==> src/rtl/zip_arbiter_pkg.sv <==
// ============================================================================
// zip_arbiter_pkg : shared FSM state type and widths for the zip arbiter
// Revision 1.0
// ============================================================================
`default_nettype none

package zip_arbiter_pkg;

  localparam int DATA_W = 16;

  localparam logic [DATA_W-1:0] COUNT_ONE = 16'h1;

  typedef enum logic [1:0] {
    IDLE = 2'd0,
    FIRE = 2'd1,
    EMIT = 2'd2
  } state_t;

endpackage

`default_nettype wire

==> src/rtl/zip_arbiter_add.sv <==
// ============================================================================
// zip_arbiter_add : combinational 16-bit adder, wraps by default and
// saturates at all-ones when ZIP_ARBITER_SATURATE_EN is defined
// Revision 1.0
// ============================================================================
`default_nettype none

module zip_arbiter_add
  import zip_arbiter_pkg::*;
(
  input  logic [DATA_W-1:0] a,
  input  logic [DATA_W-1:0] b,
  output logic [DATA_W-1:0] sum
);

`ifdef ZIP_ARBITER_SATURATE_EN
  logic [DATA_W:0] full;

  always_comb begin
    full = {1'b0, a} + {1'b0, b};
    sum  = full[DATA_W] ? {DATA_W{1'b1}} : full[DATA_W-1:0];
  end
`else
  always_comb begin
    sum = a + b;
  end
`endif

endmodule

`default_nettype wire

==> src/rtl/zip_arbiter.sv <==
// ============================================================================
// zip_arbiter : two-requester round-robin arbiter feeding a shared adder,
// IDLE -> FIRE -> EMIT handshake. Optional macro: ZIP_ARBITER_SATURATE_EN
// Revision 1.0
// ============================================================================
`default_nettype none

module zip_arbiter
  import zip_arbiter_pkg::*;
(
  input  logic              CLK,
  input  logic              RESET,
  input  logic [DATA_W-1:0] R0_A_DATA,
  input  logic [DATA_W-1:0] R0_B_DATA,
  input  logic              R0_SEND,
  output logic              R0_ACK,
  input  logic [DATA_W-1:0] R1_A_DATA,
  input  logic [DATA_W-1:0] R1_B_DATA,
  input  logic              R1_SEND,
  output logic              R1_ACK,
  output logic [DATA_W-1:0] Out1_DATA,
  output logic [DATA_W-1:0] Out1_COUNT,
  output logic              Out1_TAG,
  output logic              Out1_SEND,
  input  logic              Out1_RDY,
  output logic              BUSY
);

  state_t            state;
  logic              grant;
  logic              pri;
  logic              out_send;
  logic [DATA_W-1:0] sel_a;
  logic [DATA_W-1:0] sel_b;
  logic              sel_send;
  logic [DATA_W-1:0] sum;
  logic              fire_ok;

  always_comb begin
    sel_a    = grant ? R1_A_DATA : R0_A_DATA;
    sel_b    = grant ? R1_B_DATA : R0_B_DATA;
    sel_send = grant ? R1_SEND   : R0_SEND;
  end

  zip_arbiter_add u_add (
    .a   (sel_a),
    .b   (sel_b),
    .sum (sum)
  );

  always_ff @(posedge CLK) begin
    if (RESET) begin
      state     <= IDLE;
      grant     <= 1'b0;
      pri       <= 1'b0;
      out_send  <= 1'b0;
      Out1_DATA <= '0;
      Out1_TAG  <= 1'b0;
    end else begin
      case (state)
        IDLE: begin
          if (R0_SEND || R1_SEND) begin
            // a lone requester wins outright; a tie goes to the pointer
            grant <= (R0_SEND && R1_SEND) ? pri : R1_SEND;
            state <= FIRE;
          end
        end
        FIRE: begin
          if (sel_send) begin
            Out1_DATA <= sum;
            Out1_TAG  <= grant;
            pri       <= ~grant;
            out_send  <= 1'b1;
            state     <= EMIT;
          end else begin
            state <= IDLE;
          end
        end
        EMIT: begin
          if (Out1_RDY) begin
            out_send <= 1'b0;
            state    <= IDLE;
          end
        end
        default: state <= IDLE;
      endcase
    end
  end

  // handshake outputs are suppressed outright while reset is asserted
  assign fire_ok    = (state == FIRE) && sel_send && !RESET;
  assign R0_ACK     = fire_ok && !grant;
  assign R1_ACK     = fire_ok && grant;
  assign Out1_SEND  = out_send && !RESET;
  assign Out1_COUNT = Out1_SEND ? COUNT_ONE : '0;
  assign BUSY       = (state != IDLE);

endmodule

`default_nettype wire

==> config.mk <==
export PLATFORM = sky130hd
export DESIGN_NAME = zip_arbiter
export DESIGN_NICKNAME = d
export VERILOG_FILES = /design/src/rtl/zip_arbiter_pkg.sv /design/src/rtl/zip_arbiter_add.sv /design/src/rtl/zip_arbiter.sv
export SDC_FILE = /design/constraint.sdc
export NUM_CORES = 1
export LEC_CHECK = 0
export CAP_MARGIN = 20
export CORE_MARGIN = 3
export CORE_UTILIZATION = 29
export CTS_BUF_LIST = sky130_fd_sc_hd__clkbuf_2
export DETAILED_ROUTE_END_ITERATION = 12
export GPL_TIMING_DRIVEN = 0
export MAX_ROUTING_LAYER = met4
export PLACE_DENSITY = 0.68
export SYNTH_ARGS = -nofsm -noshare
export SYNTH_HDL_FRONTEND = slang
export SYNTH_SLANG_ARGS = --single-unit
==> constraint.sdc <==
create_clock -name CLK -period 5.2 [get_ports CLK]
set_input_delay 1.56 -clock CLK [delete_from_list [all_inputs] [get_ports CLK]]
set_output_delay 1.56 -clock CLK [all_outputs]
set_load 0.05 [all_outputs]
* Word level (Yosys, flattened, before mapping)
Cells that the tools add are included.
Storage, ports and cells: flip-flop bits (word level) 22, input bits 69, output and inout port bits 37
Operators by class: add/subtract/negate cells 1, equality and inequality tests 5, muxes and demuxes 12, bitwise logic cells 1, reduce and logical (&&, ||, !) cells 16
Operators by type and width (number):
- 2-to-1 mux 16 bit | 2
- adder 16 bit | 1
- logical AND 1 bit | 6
- 2-to-1 mux 2 bit | 3
- != test 2 bit (second input constant) | 3
- case mux 2 bit (3 select lines) | 1
- AND reduction 2 bit | 3
- 2-to-1 mux 1 bit | 5
- nonzero test 2 bit | 2
- AND reduction 3 bit | 1
- == test 2 x 1 -> 1 bit (second input constant) | 1
- == test 2 bit (second input constant) | 1
- zero test 1 bit | 2
- zero test 2 bit | 1
- case mux 1 bit (2 select lines) | 1
- logical OR 1 bit | 1
- NOT 1 bit | 1

* Depth between registers and ports, before layout
Gate-level depths: netlist of run 1.
word-level depth 4, mapped depth 11, depth with buffers taken out 10

* Cells and area by module
Synthesis of run 1 repeated with hierarchy kept, for this count alone.
Unflattened totals: cell total of the unflattened synthesis 218, area, all modules 2034.5 µm²
Modules (own cells, without submodules):
- zip_arbiter | times used 1, cells an instance 117, area each 1265.0 µm², sequential area each 440.4 µm²
- zip_arbiter_add | times used 1, cells an instance 101, area each 769.5 µm², sequential area each 0.0 µm²

* Least setup slack after synthesis of run 1
Ideal clock, no wire load.
kind input-to-output, start point input port R1_SEND, end point output port R0_ACK, arrival 3190 ps, data required time 3640 ps, path slack 450 ps, stages on the path 4, path through mux2_2 -> nand3b_1 -> clkbuf_1 -> nor3_1
On the way: word-level cells in the longest chain between the ends 4
Ends and longest elaborated chain:
- from (decl) | line zip_arbiter.sv:19 | input logic R1_SEND,
- 2-to-1 mux 1 bit | line zip_arbiter.sv:42 | sel_send = grant ? R1_SEND : R0_SEND;
- logical AND 1 bit (2 in series) | line zip_arbiter.sv:91 | assign fire_ok = (state == FIRE) && sel_send && !RESET;
- logical AND 1 bit | line zip_arbiter.sv:92 | assign R0_ACK = fire_ok && !grant;
- to (decl) | line zip_arbiter.sv:16 | output logic R0_ACK,
No other way between the ends.

* Worst setup path in the final report of run 1
start point input port RESET, end point output port Out1_SEND
On the way: word-level cells in the longest chain between the ends 2
Ends and longest elaborated chain:
- from (decl) | line zip_arbiter.sv:12 | input logic RESET,
- zero test 1 bit | line zip_arbiter.sv:94 | assign Out1_SEND = out_send && !RESET;
- logical AND 1 bit | line zip_arbiter.sv:94
- to (decl) | line zip_arbiter.sv:24 | output logic Out1_SEND,
No other way between the ends.

==> flow_metrics.tcl, run 1 <==
set metrics [dict create \
    count_of_final_max_slew_check_failures 0 \
    global_route_wire_length_before_repair_mm 9.639 \
    max_freq_ghz 0.1977 \
    critPathLaunchType "input pin" \
    seqPwrFrac 0.301 \
    switching_share 0.4146 \
    post_cts_hold_buffer_count 0 \
    power.share.clock 0.108 \
    post_synth_main_area_contributors "sky130_fd_sc_hd__dfxtp_1, sky130_fd_sc_hd__mux2_2, sky130_fd_sc_hd__ha_1, sky130_fd_sc_hd__buf_4, sky130_fd_sc_hd__a21oi_1" \
    cts-htree-levels 1 \
    drt_pre_antenna_iters 4 \
    initial_utilization 0.3035 \
    synthXorXnorAreaFrac 0.03361 \
    largest_family_of_logic_cells_by_synthesized_area "compound AO/OA/AOI/OAI gates" \
    required_ns 3.64 \
    postLayoutSetupSlackWorst_ns 0.1428 \
    yosysWarningCount 0 \
    vias_per_cell 4.713 \
    status "finished, final reports clean" \
    total_internal_power_uw 368.1 \
    fin_worst_hold_slack_ns 0.4717 \
    synth_flop_cell "sky130_fd_sc_hd__dfxtp_1" \
    yosys-mux-area-fraction 0.1759 \
    hpwlAfterDp_mm 4.819 \
    total_of_endpoints_with_negative_setup_slack_in_the_final_report 0 \
    yosysUniqueCellTypes 50 \
    worstPathArrival_ns 3.50 \
    globalRoute.totalOverflow 0 \
    critical_path.endpoint_type "output pin" \
    max-cap-violations 0 \
    place_ws_ns -0.3368 \
    tightest_slew_ns 0.6067 \
    final_net_count 443 \
    numPlacedInstances 449 \
    fillers 691 \
    num_vias 2135 \
    grt_start_max_net_pins 13 \
    cp_num_cells 5 \
    clk_path_buf_depth 2 \
    wire_per_inst_um 12.86 \
    ioPinCount 106 \
    die_y_um 90.78 \
    crit_path_top_delay_cell "sky130_fd_sc_hd__clkdlybuf4s50_1" \
    syn_area_um2 2084 \
    cts.sinks 22 \
    placeableCoreArea_um2 6869 \
    worstPathBufferInverterCount 4 \
    timing.hold.worst.class "register to register" \
    worstRegToRegCells 10 \
    instances_no_fill 453 \
    postSynthAreaPerCell_um2 8.371 \
    power.share.combinational 0.591 \
    syn_to_final_growth_pct 52.16 \
    numCtsBuffers 3 \
    vdd.ir_drop.worst_uv 73.70 \
    grt_setup_unrepaired "false" \
    num_rows 30 \
    post-synth-top-area-cell "sky130_fd_sc_hd__dfxtp_1" \
    drt-total-wl_mm 5.827 \
    clk_pin_slew_worst_paths_ns 0.20 \
    crit_path_max_incr_delay_ns 0.82 \
    crit_chain "clkdlybuf4s50_1 -> clkbuf_2 -> clkbuf_2 -> nor2b_1 -> clkdlybuf4s50_1" \
    groute.usage.overall 0.1419 \
    initial_antenna_violation_count 0 \
    layout_min_cycle_time_ns 5.057 \
    die_area_um2 8241 \
    ys_seq_elements 22 \
    drc_marker_count_from_the_first_detailed_route_iteration 85 \
    place_congestion 0.8254 \
    cts_root_buffer "sky130_fd_sc_hd__clkbuf_2" \
    post-route-drc-count 0 \
    adder_and_majority_cell_fraction_of_the_synthesized_area 0.09964 \
    post-cts-setup-buffer-count 0 \
    port_buffers 90 \
    clock_network_latency_to_the_later_pin_of_the_worst_skew_pair_ns 0.32 \
    whs_path_depth 2 \
    antenna-diode-count 0 \
    final_min_period_over_clock_period 0.9725 \
    cts_tree "built" \
    floorplan.die.width_um 90.78 \
    final_setup_skew_ns 0.004354 \
    synth_enable_flop_cells 0 \
    antenna_violating_nets_post_route 0 \
    final_layout_size_suffix_gt1_frac 0.1709 \
    hold_viol_final 0 \
    headroom_to_the_max_slew_limit 0.5955 \
    synth-seq-area-share 0.2113 \
    netSwitchingPower_uw 260.7 \
    gate_family_responsible_for_the_most_delay_along_the_worst_path "buffers and inverters" \
    crit_path_max_fanout 10 \
    p_leak_nw 1.285 \
    via_count_of_the_first_global_routing_pass 2127 \
    synth_cells 249 \
    synth_simple_gate_area_share 0.1873 \
    worstSetupPathType "input pin to output pin" \
    synth.top_cell.area_share 0.2113 \
    power_density_nw_per_um2 198.2 \
    postSynth.asyncResetShare 0 \
    share_of_the_synthesized_area_in_compound_gates_ao_oa_aoi_oai 0.1981 \
    total_power_uw 628.8 \
]
[area by class of cell]
type,count,area (um2),share of cell area
Multi-Input combinational cell,206,1506,0.4749
Timing Repair Buffer,90,889.6,0.2805
Sequential cell,22,440.4,0.1389
Buffer,27,166.4,0.05247
Tap cell,96,120.1,0.03787
Inverter,8,30.03,0.009467
Clock buffer,3,15.01,0.004734
Clock inverter,1,3.754,0.001183
[power groups by stage]
stage	clock, mW	sequential [mW]	combinational, mW
finish	0.0682	0.189	0.371
global route	0.0758	0.191	0.406
CTS	0.0708	0.189	0.374
detailed placement	0	0.192	0.373
global placement	0	0.192	0.368
floorplan	0	0.225	0.222
[routing by layer]
layer / up-vias / part of all wire / GRT usage
li1: 1086 / - / -
met1: 963 / 0.42 / 0.1579
met2: 82 / 0.49 / 0.2545
met3: 4 / 0.086 / 0.04667
met4: 0 / 0.0082 / 0.01633
met5: - / 0 / -
[synthesized netlist by cell type (2+ instances only)]
library cell and n:
sky130_fd_sc_hd__mux2_2 29, sky130_fd_sc_hd__dfxtp_1 22, sky130_fd_sc_hd__nand2_1 22, sky130_fd_sc_hd__a21oi_1 18
sky130_fd_sc_hd__buf_4 16, sky130_fd_sc_hd__ha_1 15, sky130_fd_sc_hd__nor2_1 15, sky130_fd_sc_hd__clkbuf_1 8
sky130_fd_sc_hd__inv_1 8, sky130_fd_sc_hd__nand3b_1 8, sky130_fd_sc_hd__o21ai_0 8, sky130_fd_sc_hd__nor3_1 6
sky130_fd_sc_hd__o21a_1 6, sky130_fd_sc_hd__xnor2_1 6, sky130_fd_sc_hd__a211oi_1 5, sky130_fd_sc_hd__a21o_1 5
sky130_fd_sc_hd__mux2i_1 4, sky130_fd_sc_hd__nand3_1 4, sky130_fd_sc_hd__o211ai_1 4, sky130_fd_sc_hd__and2_1 3
sky130_fd_sc_hd__and2b_1 2, sky130_fd_sc_hd__and3_1 2, sky130_fd_sc_hd__buf_1 2, sky130_fd_sc_hd__nor3b_1 2
sky130_fd_sc_hd__o221ai_1 2, sky130_fd_sc_hd__or3_1 2, sky130_fd_sc_hd__xor2_1 2
[metrics by stage]
stage	TNS [ns]	utilization	area, um2
floorplan	0	-	2137
global placement	-0.8078	0.4597	3158
detailed placement	-0.8514	0.4597	3158
CTS	0	0.4628	3179
global route	0	0.4617	3172
finish	0	0.4617	3172
[state kept, by name, summed over array words and instances (netlist names)]
register / cells
out_send: 1
Out1_DATA: 16
pri: 1
state: 2
grant: 1
Out1_TAG: 1
[placed cells by master (no fill, tap or decap), types with 3 or more instances in the layout]
master                             n
sky130_fd_sc_hd__a211oi_1          5
sky130_fd_sc_hd__a21o_1            5
sky130_fd_sc_hd__a21oi_1          18
sky130_fd_sc_hd__and2_1            3
sky130_fd_sc_hd__buf_4            16
sky130_fd_sc_hd__clkbuf_1          5
sky130_fd_sc_hd__clkbuf_2          9
sky130_fd_sc_hd__clkdlybuf4s50_1  87
sky130_fd_sc_hd__conb_1           15
sky130_fd_sc_hd__dfxtp_1          22
sky130_fd_sc_hd__ha_1             15
sky130_fd_sc_hd__inv_1             8
sky130_fd_sc_hd__mux2_2           29
sky130_fd_sc_hd__mux2i_1           4
sky130_fd_sc_hd__nand2_1          22
sky130_fd_sc_hd__nand3_1           4
sky130_fd_sc_hd__nand3b_1          8
sky130_fd_sc_hd__nor2_1           14
sky130_fd_sc_hd__nor3_1            6
sky130_fd_sc_hd__o211ai_1          4
sky130_fd_sc_hd__o21a_1            6
sky130_fd_sc_hd__o21ai_0           8
sky130_fd_sc_hd__xnor2_1           6
[worst register-to-register path, cell delays in order, from the launching register on]
cell	delay, ns
sky130_fd_sc_hd__dfxtp_1	0.38
sky130_fd_sc_hd__clkbuf_1	0.47
sky130_fd_sc_hd__buf_1	0.54
sky130_fd_sc_hd__mux2i_1	0.23
sky130_fd_sc_hd__fa_1	0.47
sky130_fd_sc_hd__and2b_1	0.25
sky130_fd_sc_hd__o211ai_1	0.11
sky130_fd_sc_hd__a31oi_1	0.46
sky130_fd_sc_hd__a221oi_2	0.15
sky130_fd_sc_hd__or4_1	0.41
sky130_fd_sc_hd__nand3_1	0.07
[what timing repair did]
action	4_1_cts	5_1_grt
hold endpoints to repair	0	0
gates resized for setup	7	6
setup endpoints to repair	4	3
[path summary, 6_finish.rpt]
kind	from	end	slack [ns]
worst max register to register	grant	Out1_DATA[14]	1.61
worst min-delay path	Out1_DATA[4]	Out1_DATA[4]	0.47
worst max-delay path	RESET	Out1_SEND	0.14
worst min register to register	Out1_DATA[4]	Out1_DATA[4]	0.47
[cell families (layout without fill, tap and decap cells)]
family | after synthesis | in the layout
AOI/OAI and AO/OA | 60 | 60
adders and majority gates | 16 | 16
and+or+nand+nor | 74 | 74
xor gates and xnor gates | 8 | 8
DFF | 22 | 22
buffers and inverters | 35 | 129
other | 1 | 15
muxes | 33 | 33
No activity file was read; power rests on OpenSTA's default activity.
==> inputs of run 2 (changes only) <==
--- a/config.mk
+++ b/config.mk
@@ -5,6 +5,7 @@
 export SDC_FILE = /design/constraint.sdc
 export NUM_CORES = 1
 export LEC_CHECK = 0
+export ABC_CLOCK_PERIOD_IN_PS = 5200
 export CAP_MARGIN = 20
 export CORE_MARGIN = 3
 export CORE_UTILIZATION = 29
==> results of run 2 <==
Same layout as run 1: the final DEF is identical, and so are final timing and power.
